## src/rtl/mem_port_arbiter_pkg.sv

```systemverilog
// Shared constants and helpers for the memory port arbiter and its ID FIFO.
package mem_port_arbiter_pkg;

   localparam bit CMD_READ  = 1'b0;
   localparam bit CMD_WRITE = 1'b1;

   localparam int DEF_NUM_PORTS       = 2;
   localparam int DEF_ADDR_WIDTH      = 32;
   localparam int DEF_DATA_WIDTH      = 32;
   localparam int DEF_MAX_OUTSTANDING = 4;

   function automatic int clog2(input int v);
      int r;
      r = 0;
      while ((1 << r) < v) r++;
      return r;
   endfunction

   // Index width that never collapses to zero bits
   function automatic int idw(input int n);
      return (clog2(n) < 1) ? 1 : clog2(n);
   endfunction

endpackage

```

## src/rtl/mem_port_arbiter_if.sv

```systemverilog
// Requester-side and memory-side bus of the arbiter. master = arbiter view,
// slave = the environment (requesters plus downstream memory).
interface mem_port_arbiter_if
   import mem_port_arbiter_pkg::*;
#(
   parameter int NUM_PORTS  = DEF_NUM_PORTS,
   parameter int ADDR_WIDTH = DEF_ADDR_WIDTH,
   parameter int DATA_WIDTH = DEF_DATA_WIDTH
);
   logic [NUM_PORTS-1:0]                 req_start;
   logic [NUM_PORTS-1:0]                 req_write;
   logic [NUM_PORTS-1:0]                 req_ready;
   logic [NUM_PORTS-1:0][ADDR_WIDTH-1:0] req_addr;
   logic [NUM_PORTS-1:0][DATA_WIDTH-1:0] req_wdata;
   logic [NUM_PORTS-1:0][DATA_WIDTH-1:0] req_wmask;
   logic [DATA_WIDTH-1:0]                resp_rdata;
   logic [NUM_PORTS-1:0]                 resp_valid;
   logic                                 mem_cmd_start;
   logic                                 mem_cmd_write;
   logic                                 mem_cmd_ready;
   logic [ADDR_WIDTH-1:0]                mem_addr;
   logic [DATA_WIDTH-1:0]                mem_wdata;
   logic [DATA_WIDTH-1:0]                mem_wmask;
   logic [DATA_WIDTH-1:0]                mem_rdata;
   logic                                 mem_rdata_valid;

   modport master (
      input  req_start, req_write, req_addr, req_wdata, req_wmask,
      input  mem_cmd_ready, mem_rdata, mem_rdata_valid,
      output req_ready, resp_rdata, resp_valid,
      output mem_cmd_start, mem_cmd_write, mem_addr, mem_wdata, mem_wmask
   );

   modport slave (
      output req_start, req_write, req_addr, req_wdata, req_wmask,
      output mem_cmd_ready, mem_rdata, mem_rdata_valid,
      input  req_ready, resp_rdata, resp_valid,
      input  mem_cmd_start, mem_cmd_write, mem_addr, mem_wdata, mem_wmask
   );

endinterface

```

## src/rtl/mem_port_arbiter_id_fifo.sv

```systemverilog
// Port-ID FIFO: remembers which port issued each outstanding read so that
// in-order responses can be steered back.
module mem_arb_id_fifo
   import mem_port_arbiter_pkg::*;
#(
   parameter int WIDTH = 1,
   parameter int DEPTH = DEF_MAX_OUTSTANDING
) (
   input  logic             clk,
   input  logic             rst,
   input  logic             push,
   input  logic [WIDTH-1:0] push_id,
   input  logic             pop,
   output logic             full,
   output logic             empty,
   output logic [WIDTH-1:0] head
);
   localparam int PTRW = idw(DEPTH);
   localparam int CNTW = clog2(DEPTH + 1);

   logic [WIDTH-1:0] mem [DEPTH];
   logic [PTRW-1:0]  wr_ptr, rd_ptr;
   logic [CNTW-1:0]  count;
   logic             do_push, do_pop;

   assign full    = (count == CNTW'(DEPTH));
   assign empty   = (count == '0);
   assign do_push = push && !full;
   assign do_pop  = pop && !empty;
   assign head    = mem[rd_ptr];

   // Explicit wrap keeps DEPTH=1 legal with a 1-bit pointer
   function automatic logic [PTRW-1:0] nxt(input logic [PTRW-1:0] p);
      return (p == PTRW'(DEPTH - 1)) ? '0 : p + 1'b1;
   endfunction

   always_ff @(posedge clk or posedge rst) begin
      if (rst) begin
         wr_ptr <= '0;
         rd_ptr <= '0;
         count  <= '0;
      end else begin
         if (do_push) wr_ptr <= nxt(wr_ptr);
         if (do_pop)  rd_ptr <= nxt(rd_ptr);
         case ({do_push, do_pop})
            2'b10:   count <= count + 1'b1;
            2'b01:   count <= count - 1'b1;
            default: count <= count;
         endcase
      end
   end

   always_ff @(posedge clk) begin
      if (do_push) mem[wr_ptr] <= push_id;
   end

endmodule

```

## src/rtl/mem_port_arbiter.sv

```systemverilog
// N-port start/ready command arbiter onto one memory port with in-order read
// response routing. Optional checks/trace: MEM_PORT_ARBITER_DEBUG_EN.
module mem_port_arbiter
   import mem_port_arbiter_pkg::*;
#(
   parameter int NUM_PORTS       = DEF_NUM_PORTS,
   parameter int ADDR_WIDTH      = DEF_ADDR_WIDTH,
   parameter int DATA_WIDTH      = DEF_DATA_WIDTH,
   parameter int MAX_OUTSTANDING = DEF_MAX_OUTSTANDING,
   parameter int ROUND_ROBIN     = 1
) (
   input logic                clk,
   input logic                rst,
   mem_port_arbiter_if.master bus
);
   localparam int PW = idw(NUM_PORTS);

   logic [NUM_PORTS-1:0] cand;
   logic [PW-1:0]        g, rr_ptr, lock_port, head;
   logic                 lock_vld, any_cand, cmd_start, xfer;
   logic                 push, pop, fifo_full, fifo_empty;

   // Reads are held off while every ID slot is in use; writes never are
   always_comb begin
      for (int i = 0; i < NUM_PORTS; i++)
         cand[i] = bus.req_start[i] && !(bus.req_write[i] == CMD_READ && fifo_full);
   end

   always_comb begin
      int s;
      s        = 0;
      g        = '0;
      any_cand = |cand;
      // Scan downward so the nearest candidate is assigned last
      for (int k = NUM_PORTS - 1; k >= 0; k--) begin
         if (ROUND_ROBIN != 0) begin
            s = int'(rr_ptr) + k;
            if (s >= NUM_PORTS) s = s - NUM_PORTS;
         end else begin
            s = k;
         end
         if (cand[s]) g = PW'(s);
      end
      if (lock_vld) g = lock_port;
   end

   assign cmd_start = !rst && (any_cand || lock_vld);
   assign xfer      = cmd_start && bus.mem_cmd_ready;
   assign push      = xfer && (bus.req_write[g] == CMD_READ);
   assign pop       = !rst && bus.mem_rdata_valid && !fifo_empty;

   assign bus.mem_cmd_start = cmd_start;
   assign bus.mem_cmd_write = cmd_start ? bus.req_write[g] : 1'b0;
   assign bus.mem_addr      = cmd_start ? bus.req_addr[g]  : {ADDR_WIDTH{1'b0}};
   assign bus.mem_wdata     = cmd_start ? bus.req_wdata[g] : {DATA_WIDTH{1'b0}};
   assign bus.mem_wmask     = cmd_start ? bus.req_wmask[g] : {DATA_WIDTH{1'b0}};
   assign bus.resp_rdata    = pop ? bus.mem_rdata : {DATA_WIDTH{1'b0}};

   always_comb begin
      bus.req_ready  = '0;
      bus.resp_valid = '0;
      if (xfer) bus.req_ready[g]     = 1'b1;
      if (pop)  bus.resp_valid[head] = 1'b1;
   end

   // A stalled grant is pinned until it transfers so the command stays stable
   always_ff @(posedge clk or posedge rst) begin
      if (rst) begin
         rr_ptr    <= '0;
         lock_vld  <= 1'b0;
         lock_port <= '0;
      end else if (xfer) begin
         lock_vld <= 1'b0;
         rr_ptr   <= (g == PW'(NUM_PORTS - 1)) ? '0 : g + 1'b1;
      end else if (cmd_start) begin
         lock_vld  <= 1'b1;
         lock_port <= g;
      end
   end

   mem_arb_id_fifo #(
      .WIDTH (PW),
      .DEPTH (MAX_OUTSTANDING)
   ) u_id_fifo (
      .clk     (clk),
      .rst     (rst),
      .push    (push),
      .push_id (g),
      .pop     (pop),
      .full    (fifo_full),
      .empty   (fifo_empty),
      .head    (head)
   );

`ifdef MEM_PORT_ARBITER_DEBUG_EN
   logic [ADDR_WIDTH-1:0] dbg_lock_addr;

   always @(posedge clk) begin
      if (!rst) begin
         if (xfer)
            $display("mem_port_arbiter: port %0d %s addr 0x%h", g,
                     bus.req_write[g] ? "W" : "R", bus.req_addr[g]);
         if (bus.mem_rdata_valid && fifo_empty)
            $error("mem_port_arbiter: stray read response");
         if (lock_vld && (!bus.req_start[lock_port] || bus.req_addr[lock_port] != dbg_lock_addr))
            $error("mem_port_arbiter: locked port %0d changed command before ready", lock_port);
         if (cmd_start && !xfer && !lock_vld)
            dbg_lock_addr <= bus.req_addr[g];
      end
   end
`else
   // Trace and protocol checks are compiled out in this build
`endif

endmodule

```

## src/flat_wrapper.sv

```systemverilog
// flat-port wrapper written by rule: the top's interface ports become plain ports
module mem_port_arbiter_flat import mem_port_arbiter_pkg::*;
#(
   parameter int NUM_PORTS       = DEF_NUM_PORTS,
   parameter int ADDR_WIDTH      = DEF_ADDR_WIDTH,
   parameter int DATA_WIDTH      = DEF_DATA_WIDTH,
   parameter int MAX_OUTSTANDING = DEF_MAX_OUTSTANDING,
   parameter int ROUND_ROBIN     = 1
)
  (clk, rst, bus_req_start, bus_req_write, bus_req_addr, bus_req_wdata, bus_req_wmask, bus_mem_cmd_ready, bus_mem_rdata, bus_mem_rdata_valid, bus_req_ready, bus_resp_rdata, bus_resp_valid, bus_mem_cmd_start, bus_mem_cmd_write, bus_mem_addr, bus_mem_wdata, bus_mem_wmask);
  mem_port_arbiter_if #(.NUM_PORTS(NUM_PORTS), .ADDR_WIDTH(ADDR_WIDTH), .DATA_WIDTH(DATA_WIDTH)) bus_i ();
  input logic clk;
  input logic rst;
  input wire logic [$bits(bus_i.req_start)-1:0] bus_req_start;
  input wire logic [$bits(bus_i.req_write)-1:0] bus_req_write;
  input wire logic [$bits(bus_i.req_addr)-1:0] bus_req_addr;
  input wire logic [$bits(bus_i.req_wdata)-1:0] bus_req_wdata;
  input wire logic [$bits(bus_i.req_wmask)-1:0] bus_req_wmask;
  input wire logic [$bits(bus_i.mem_cmd_ready)-1:0] bus_mem_cmd_ready;
  input wire logic [$bits(bus_i.mem_rdata)-1:0] bus_mem_rdata;
  input wire logic [$bits(bus_i.mem_rdata_valid)-1:0] bus_mem_rdata_valid;
  output wire logic [$bits(bus_i.req_ready)-1:0] bus_req_ready;
  output wire logic [$bits(bus_i.resp_rdata)-1:0] bus_resp_rdata;
  output wire logic [$bits(bus_i.resp_valid)-1:0] bus_resp_valid;
  output wire logic [$bits(bus_i.mem_cmd_start)-1:0] bus_mem_cmd_start;
  output wire logic [$bits(bus_i.mem_cmd_write)-1:0] bus_mem_cmd_write;
  output wire logic [$bits(bus_i.mem_addr)-1:0] bus_mem_addr;
  output wire logic [$bits(bus_i.mem_wdata)-1:0] bus_mem_wdata;
  output wire logic [$bits(bus_i.mem_wmask)-1:0] bus_mem_wmask;
  assign bus_i.req_start = bus_req_start;
  assign bus_i.req_write = bus_req_write;
  assign bus_i.req_addr = bus_req_addr;
  assign bus_i.req_wdata = bus_req_wdata;
  assign bus_i.req_wmask = bus_req_wmask;
  assign bus_i.mem_cmd_ready = bus_mem_cmd_ready;
  assign bus_i.mem_rdata = bus_mem_rdata;
  assign bus_i.mem_rdata_valid = bus_mem_rdata_valid;
  assign bus_req_ready = bus_i.req_ready;
  assign bus_resp_rdata = bus_i.resp_rdata;
  assign bus_resp_valid = bus_i.resp_valid;
  assign bus_mem_cmd_start = bus_i.mem_cmd_start;
  assign bus_mem_cmd_write = bus_i.mem_cmd_write;
  assign bus_mem_addr = bus_i.mem_addr;
  assign bus_mem_wdata = bus_i.mem_wdata;
  assign bus_mem_wmask = bus_i.mem_wmask;
  mem_port_arbiter #(.NUM_PORTS(NUM_PORTS), .ADDR_WIDTH(ADDR_WIDTH), .DATA_WIDTH(DATA_WIDTH), .MAX_OUTSTANDING(MAX_OUTSTANDING), .ROUND_ROBIN(ROUND_ROBIN)) u_core (.clk(clk), .rst(rst), .bus(bus_i));
endmodule
```

## config.mk

```make
export PLATFORM = sky130hd
export DESIGN_NAME = mem_port_arbiter_flat
export DESIGN_NICKNAME = d
export VERILOG_FILES = /design/src/rtl/mem_port_arbiter_pkg.sv /design/src/rtl/mem_port_arbiter_if.sv /design/src/rtl/mem_port_arbiter_id_fifo.sv /design/src/rtl/mem_port_arbiter.sv /design/src/flat_wrapper.sv
export SDC_FILE = /design/constraint.sdc
export NUM_CORES = 1
export LEC_CHECK = 0
export CORE_AREA = 2 2 140 142
export DETAILED_ROUTE_END_ITERATION = 6
export DIE_AREA = 0 0 142 144
export DONT_BUFFER_PORTS = 1
export GPL_TIMING_DRIVEN = 0
export PLACE_DENSITY_LB_ADDON = 0.1
export SLEW_MARGIN = 20
export SYNTH_ARGS = -nofsm -noshare
export SYNTH_HDL_FRONTEND = slang
export SYNTH_SLANG_ARGS = --single-unit
```

## constraint.sdc

```tcl
create_clock -name clk -period 3.28 [get_ports clk]
set_input_delay 0.328 -clock clk [delete_from_list [all_inputs] [get_ports clk]]
set_output_delay 0.328 -clock clk [all_outputs]
set_load 0.005 [all_outputs]
```

Word-level counts from Yosys, hierarchy flattened
Memories as Yosys holds them, arrays and structs flattened.
Cells that the tools add are included.
Widths: inputs -> output; s select.
{"block": "word_totals", "ff_bits": 10, "mem_bits_rw": 4, "word_cells": 94, "n_memories": 1}
{"block": "op_classes", "add_sub_neg": 8, "n_lt_le_gt_ge": 8, "eq_ne": 5, "mux": 38, "bitwise_logic": 4, "n_reduce_logical": 24}
{"memory": "u_core.u_id_fifo.mem", "depth": 4, "width": 1, "rd": 1, "rd_ports_with_merged_regs": 0, "write_ports": 1, "line_no": "mem_port_arbiter_id_fifo.sv:21", "source": "logic [WIDTH-1:0] mem [DEPTH];"}
{"op": "$mux 32", "count": 12}
{"op": "$lt 32x3->1 const B", "count": 2}
{"op": "$ge 32x3->1 const B", "count": 1}
{"op": "$sub 32x3->32 const B", "count": 1}
{"op": "$mux 1", "count": 19}
{"op": "$logic_and 1x1->1", "count": 13}
{"op": "$mux 2", "count": 4}
{"op": "$eq 2x2->1 const B", "count": 3}
{"op": "$pmux 3 s2", "count": 1}
{"op": "$logic_not 1->1", "count": 5}
{"op": "$add 2x1->2 const B", "count": 2}
{"op": "$lt 1x2->1 const B", "count": 2}
{"op": "$not 1->1", "count": 4}
{"op": "$reduce_bool 2->1", "count": 2}
{"op": "$add 3x1->3 const B", "count": 1}
{"op": "$eq 3x3->1 const B", "count": 1}
{"op": "$logic_not 3->1", "count": 1}
{"op": "$sub 1x2->3 const B", "count": 1}
{"op": "$sub 3x1->3 const B", "count": 1}
{"op": "$add 1x1->2 const B", "count": 1}
{"op": "$demux 1 s1", "count": 2}
{"op": "$eq 2x1->1 const B", "count": 1}
{"op": "$ge 1x1->1 const B", "count": 2}
{"op": "$ge 1x2->1 const B", "count": 1}
{"op": "other kinds (4)", "count": 4}

Depth between registers and ports, before layout
{"block": "depth", "depth_word": 17, "mapped_depth": 11}

Cells and area by module
Synthesis repeated with hierarchy kept, for this count alone.
{"block": "hier_totals", "cells_unflattened": 428, "area_unflattened_um2": 2432.3}
{"module": "mem_port_arbiter", "n_inst": 1, "cells_each": 382, "area_each_um2": 1826.8}
{"module": "mem_arb_id_fifo", "n_inst": 1, "cells_each": 46, "area_each_um2": 605.6}

Worst setup path after synthesis
OpenSTA, ideal clock, no wires.
{"block": "synth_path", "path_type": "reg2reg", "from": "register u_core.u_id_fifo.count[0]", "to": "register u_core.u_id_fifo.count[2]", "setup_ns": 0.079, "arrival_time_ns": 2.386, "t_required_ns": 3.201, "setup_slack_ns": 0.815, "stages_incl_launch_ff": 12, "period_less_slack_ns": 2.465, "cell_sequence": "dfrtp_1 > nor4b_2 > nor3_1 > o31a_1 > buf_4 > o211ai_2 > ha_1 > inv_1 > fa_1 > xor2_1 > nor2_1 > xor2_1"}
{"block": "synth_via", "elab_chain_cells": 17}
{"element": "start, declared", "line_no": "mem_port_arbiter_id_fifo.sv:23", "source": "logic [CNTW-1:0] count;"}
{"element": "start signal, assigned", "line_no": "mem_port_arbiter_id_fifo.sv:46", "source": "2'b10: count <= count + 1'b1;"}
{"element": "start signal, assigned", "line_no": "mem_port_arbiter_id_fifo.sv:47", "source": "2'b01: count <= count - 1'b1;"}
{"element": "start signal, assigned", "line_no": "mem_port_arbiter_id_fifo.sv:48", "source": "default: count <= count;"}
{"element": "$eq 3x3->1", "line_no": "mem_port_arbiter_id_fifo.sv:26", "source": "assign full = (count == CNTW'(DEPTH));"}
{"element": "$logic_and 1x1->1", "line_no": "mem_port_arbiter.sv:26", "source": "cand[i] = bus.req_start[i] && !(bus.req_write[i] == CMD_READ && fifo_full);"}
{"element": "$logic_not 1->1", "line_no": "mem_port_arbiter.sv:26"}
{"element": "$logic_and 1x1->1", "line_no": "mem_port_arbiter.sv:26"}
{"element": "$mux 1 (implied by the code) (3 in series)", "line_no": "mem_port_arbiter.sv:42", "source": "if (cand[s]) g = PW'(s);"}
{"element": "$mux 1 (2 in series)", "line_no": "mem_port_arbiter.sv:42"}
{"element": "$mux 1", "line_no": "mem_port_arbiter.sv:44", "source": "if (lock_vld) g = lock_port;"}
{"element": "$mux 1 (implied by the code) (2 in series)", "line_no": "mem_port_arbiter.sv:49", "source": "assign push = xfer && (bus.req_write[g] == CMD_READ);"}
{"element": "$not 1->1", "line_no": "mem_port_arbiter.sv:49"}
{"element": "$logic_and 1x1->1", "line_no": "mem_port_arbiter.sv:49"}
{"element": "$logic_and 1x1->1", "line_no": "mem_port_arbiter_id_fifo.sv:28", "source": "assign do_push = push && !full;"}
{"element": "$eq 2x1->1 or $eq 2x2->1 (tied branches)", "line_no": "mem_port_arbiter_id_fifo.sv:45", "source": "case ({do_push, do_pop})"}
{"element": "$pmux 3 s2 or $reduce_bool 2->1 (tied branches)"}
Parallel ways exist; a longest one is shown, timed or not. The select of a mux whose other input is x is not followed.
A chain may end at the register's enable or synchronous reset.

Final worst setup path
{"block": "layout_path", "from": "input port rst", "to": "register u_core.u_id_fifo.count[2]"}
{"element": "start, declared", "line_no": "flat_wrapper.sv:13", "source": "input logic rst;"}
{"element": "$logic_not 1->1 (*)", "line_no": "mem_port_arbiter.sv:50", "source": "assign pop = !rst && bus.mem_rdata_valid && !fifo_empty;"}
{"element": "$logic_and 1x1->1 (*) (2 in series)", "line_no": "mem_port_arbiter.sv:50"}
{"element": "$logic_and 1x1->1 (*)", "line_no": "mem_port_arbiter_id_fifo.sv:29", "source": "assign do_pop = pop && !empty;"}
{"element": "via u_core.u_id_fifo.do_pop", "line_no": "mem_port_arbiter_id_fifo.sv:24", "source": "logic do_push, do_pop;"}
{"element": "$eq 2x1->1 or $eq 2x2->1 (tied branches)", "line_no": "mem_port_arbiter_id_fifo.sv:45"}
{"element": "$pmux 3 s2 or $reduce_bool 2->1 (tied branches)"}
Mark *: on every way through the listed nets, which the timed path passes. The rest lies on a longest branch.

==> impl_metrics.py <==
metrics = {
    "min_path": {
        "min_path_type": "in2reg",
        "hold_depth": 1,
    },
    "synth": {
        "async_reset_ff_frac": 0.714,
        "yosys-top-cells-area": "nand2_1 30%, a21oi_1 20%, dfrtp_1 10%",
        "yosysWarnings": 0,
        "syn_avg_cell_area_um2": 5.68,
        "ys.flop_type": "dfrtp_1",
        "synth_top_area_cell": "nand2_1",
        "ys_ff_latch": 14,
        "synth_edf_count": 4,
        "ys_types": 34,
        "yosysSeqAreaShare": 0.153,
        "syn_area_um2": 2430,
        "synth_top_cell_area_share": 0.302,
        "syn-num-nets": 666,
        "syn_inst": 427,
    },
    "cts": {
        "cts.htree.levels": 1,
        "cts.path.max_buffers": 2,
        "clk_pin_slew_worst_paths_ns": 0.05,
        "clock_latency_ns": 0.24,
        "postCtsSetupBuffers": 0,
        "cts_tree": "built",
        "cts_sinks": 14,
        "numCtsBuffers": 3,
        "clockRootBuffer": "clkbuf_16",
    },
    "status": {
        "outcome": "completed",
    },
    "sta": {
        "rsz0062_at_grt": "no",
        "fin_setup_tns_ns": 0,
        "finalMaxSlewViolations": 0,
        "worst_pin_slew_ns": 0.588,
        "setup_viol_count_final": 0,
        "hold_viol": 0,
        "layout_min_cycle_time_ns": 2.93,
        "finalClockSkew_ns": 0.00261,
        "max_freq_ghz": 0.341,
        "holdWs_ns": 0.213,
        "fin_crit_sh": 0.893,
        "slew_headroom": 0.606,
    },
    "power": {
        "ir_drop_mv": 0.197,
        "power_w": 0.00165,
        "leakagePower_nw": 1.21,
        "pwr_density_cell_nw_per_um2": 586,
    },
    "place": {
        "io_buffers": 0,
        "dp_cells": 665,
        "gp_congestion": 0.750,
        "hpwl_um": 9710,
    },
    "detailed_routing": {
        "routed_wl_um": 11600,
        "via_per_inst": 4.43,
        "routed-via-count": 2965,
        "wire_per_inst_um": 17.3,
        "drt_iter0_markers": 124,
        "final_antenna_net_count": 0,
        "drt-pass1-iter-count": 6,
        "drcViolationCount": 0,
    },
    "setup_path": {
        "reg2regPathDepth": 11,
        "crit_chain": "dlygate4sd3_1 > clkinvlp_4 > o311a_2 > clkbuf_1 > clkbuf_1 > ha_1 > inv_1 > fa_1 > xor2_1 > nor2_1 > xor2_1",
        "cp_slowest_cell": "dlygate4sd3_1",
        "cp_top_family": "buffers and inverters",
        "critPathBufInv": 5,
        "path_max_fanout": 11,
        "slowest_delay_ns": 0.59,
        "worst-path-stages": 11,
        "crit_path_start_kind": "input port",
        "path_class": "in2reg",
        "crit_arrival_ns": 3.10,
        "required_ns": 3.45,
        "endpoint_kind": "register",
    },
    "die": {
        "rows": 51,
        "core_area_um2": 19100,
        "die_w_um": 142,
        "die_y_um": 144,
        "io_pins": 366,
        "design.die.area_um2": 20400,
        "start_util": 0.127,
    },
    "cells_and_area": {
        "area_growth_pct": 16.1,
        "multi_input_area_um2": 1820,
        "fin_cells": 670,
        "diodes": 0,
        "nets": 672,
        "fillCellCount": 2197,
        "drive_gt1_frac": 0.0972,
        "seqCellArea_um2": 370,
    },
    "global_route": {
        "antenna_found_initial": 0,
        "globalRouteOverflowTotal": 0,
        "gr-usage-all-layers": 0.0930,
        "grt_pass1_vias": 2598,
        "grt_first_pass_wirelength_um": 14600,
        "grt_max_degree": 14,
    },
    "run": {
        "max_cap_violations": 0,
    },
}
==> through the flow <==
stage	worst slack [ns]	util	instance area, um^2
4_1_cts	0.131	0.147	2810
6_report	0.351	0.148	2820
2_1_floorplan	0.815	-	2430
3_3_place_gp	0.477	0.143	2730
5_1_grt	0.0813	0.148	2820
3_5_place_dp	0.456	0.143	2730
==> registers in the layout, indices dropped and copies added, names as in the netlist <==
register / cells
u_core.lock_vld: 1
u_core.lock_port: 1
u_core.u_id_fifo.count: 3
u_core.u_id_fifo.mem: 4
u_core.u_id_fifo.wr_ptr: 2
u_core.u_id_fifo.rd_ptr: 2
u_core.rr_ptr: 1
==> cell usage after synthesis (2+ instances only) <==
cell type / n
a21o_1: 2
a21oi_1: 96
and2_1: 33
and3_1: 4
buf_2: 20
buf_4: 3
buf_6: 3
clkbuf_1: 10
dfrtp_1: 10
edfxtp_1: 4
ha_1: 6
inv_1: 9
mux2_1: 2
mux2_2: 4
nand2_1: 195
nor2_1: 7
xor2_1: 2
==> cells by family after synthesis <==
logic type / count (synthesis) / synth area share
AND/OR/NAND/NOR: 243 / 0.422
flip-flops: 14 / 0.153
AO/OA/AOI/OAI: 106 / 0.237
XOR/XNOR: 3 / 0.0108
multiplexers: 8 / 0.0412
adder cells (fa/ha/maj): 7 / 0.0392
buffers and inverters: 46 / 0.0974
==> layer usage <==
layer	global-route usage	vias to the layer above	wire, um
li1	-	1389	-
met2	0.175	191	6110
met5	0	-	0
met1	0.110	1371	4510
met3	0.0132	14	726
met4	0.0253	0	212
==> worst paths after layout <==
kind                            slack, ns                          to                       from
worst max-delay path                 0.35   u_core.u_id_fifo.count[2]                        rst
worst min-delay path                 0.21             u_core.lock_vld                        rst
worst max register to register       0.48   u_core.u_id_fifo.count[2]  u_core.u_id_fifo.count[0]
worst min register to register       0.51            u_core.lock_port           u_core.lock_port
max in group asynchronous            2.56  u_core.u_id_fifo.rd_ptr[0]                        rst
min in group asynchronous            0.53            u_core.lock_port                        rst
==> layout by cell type, fill, tap and decap left out <==
cell type      Yosys  final
nand2_1          195    195
o211ai_2           1      1
o21ai_2            1      1
nor4b_2            1      1
and2_1            33     33
o21ba_2            1      1
nor2_1             7      7
xor2_1             2      2
buf_2             20     20
clkbuf_1          10     10
nor3_1             1      1
clkinvlp_4         0      1
and3_1             4      4
buf_4              3      3
mux2_1             2      2
xnor2_1            1      1
o311a_2            1      1
mux2_2             4      4
or3b_1             1      1
clkinv_1           0      1
mux2i_1            1      1
o31a_1             1      1
a211oi_1           1      1
o311ai_0           1      1
mux4_2             1      1
dfrtp_1           10     10
nor2b_1            1      1
a21boi_2           1      1
dlygate4sd3_1      0      1
a21oi_1           96     96
a21o_1             2      2
inv_1              9      8
ha_1               6      6
inv_6              1      1
fa_1               1      1
clkbuf_16          0      3
buf_6              3      3
edfxtp_1           4      4
==> report_power, final <==
group / switching [W] / total (W) / leakage, nW / internal (W)
Clock: 0.0000705 / 0.000232 / 0.0385 / 0.000161
Combinational: 0.000714 / 0.00110 / 1.01 / 0.000390
Sequential: 0.0000670 / 0.000315 / 0.155 / 0.000248
==> timing repair <==
action                                 CTS  global route
setup endpoints to repair                0             1
hold buffers                             1             0
endpoints found under the hold margin   10             0
resized for setup                        0             1
==> area by class of cell <==
class	count	area share
Buffer	36	0.0688
Clock inverter	1	0.00133
Inverter	10	0.0164
Timing Repair Buffer	1	0.00355
Clock buffer	3	0.0266
Tap cell	238	0.106
Sequential cell	14	0.131
Multi-Input combinational cell	367	0.646
No activity file was read; power rests on OpenSTA's default activity.
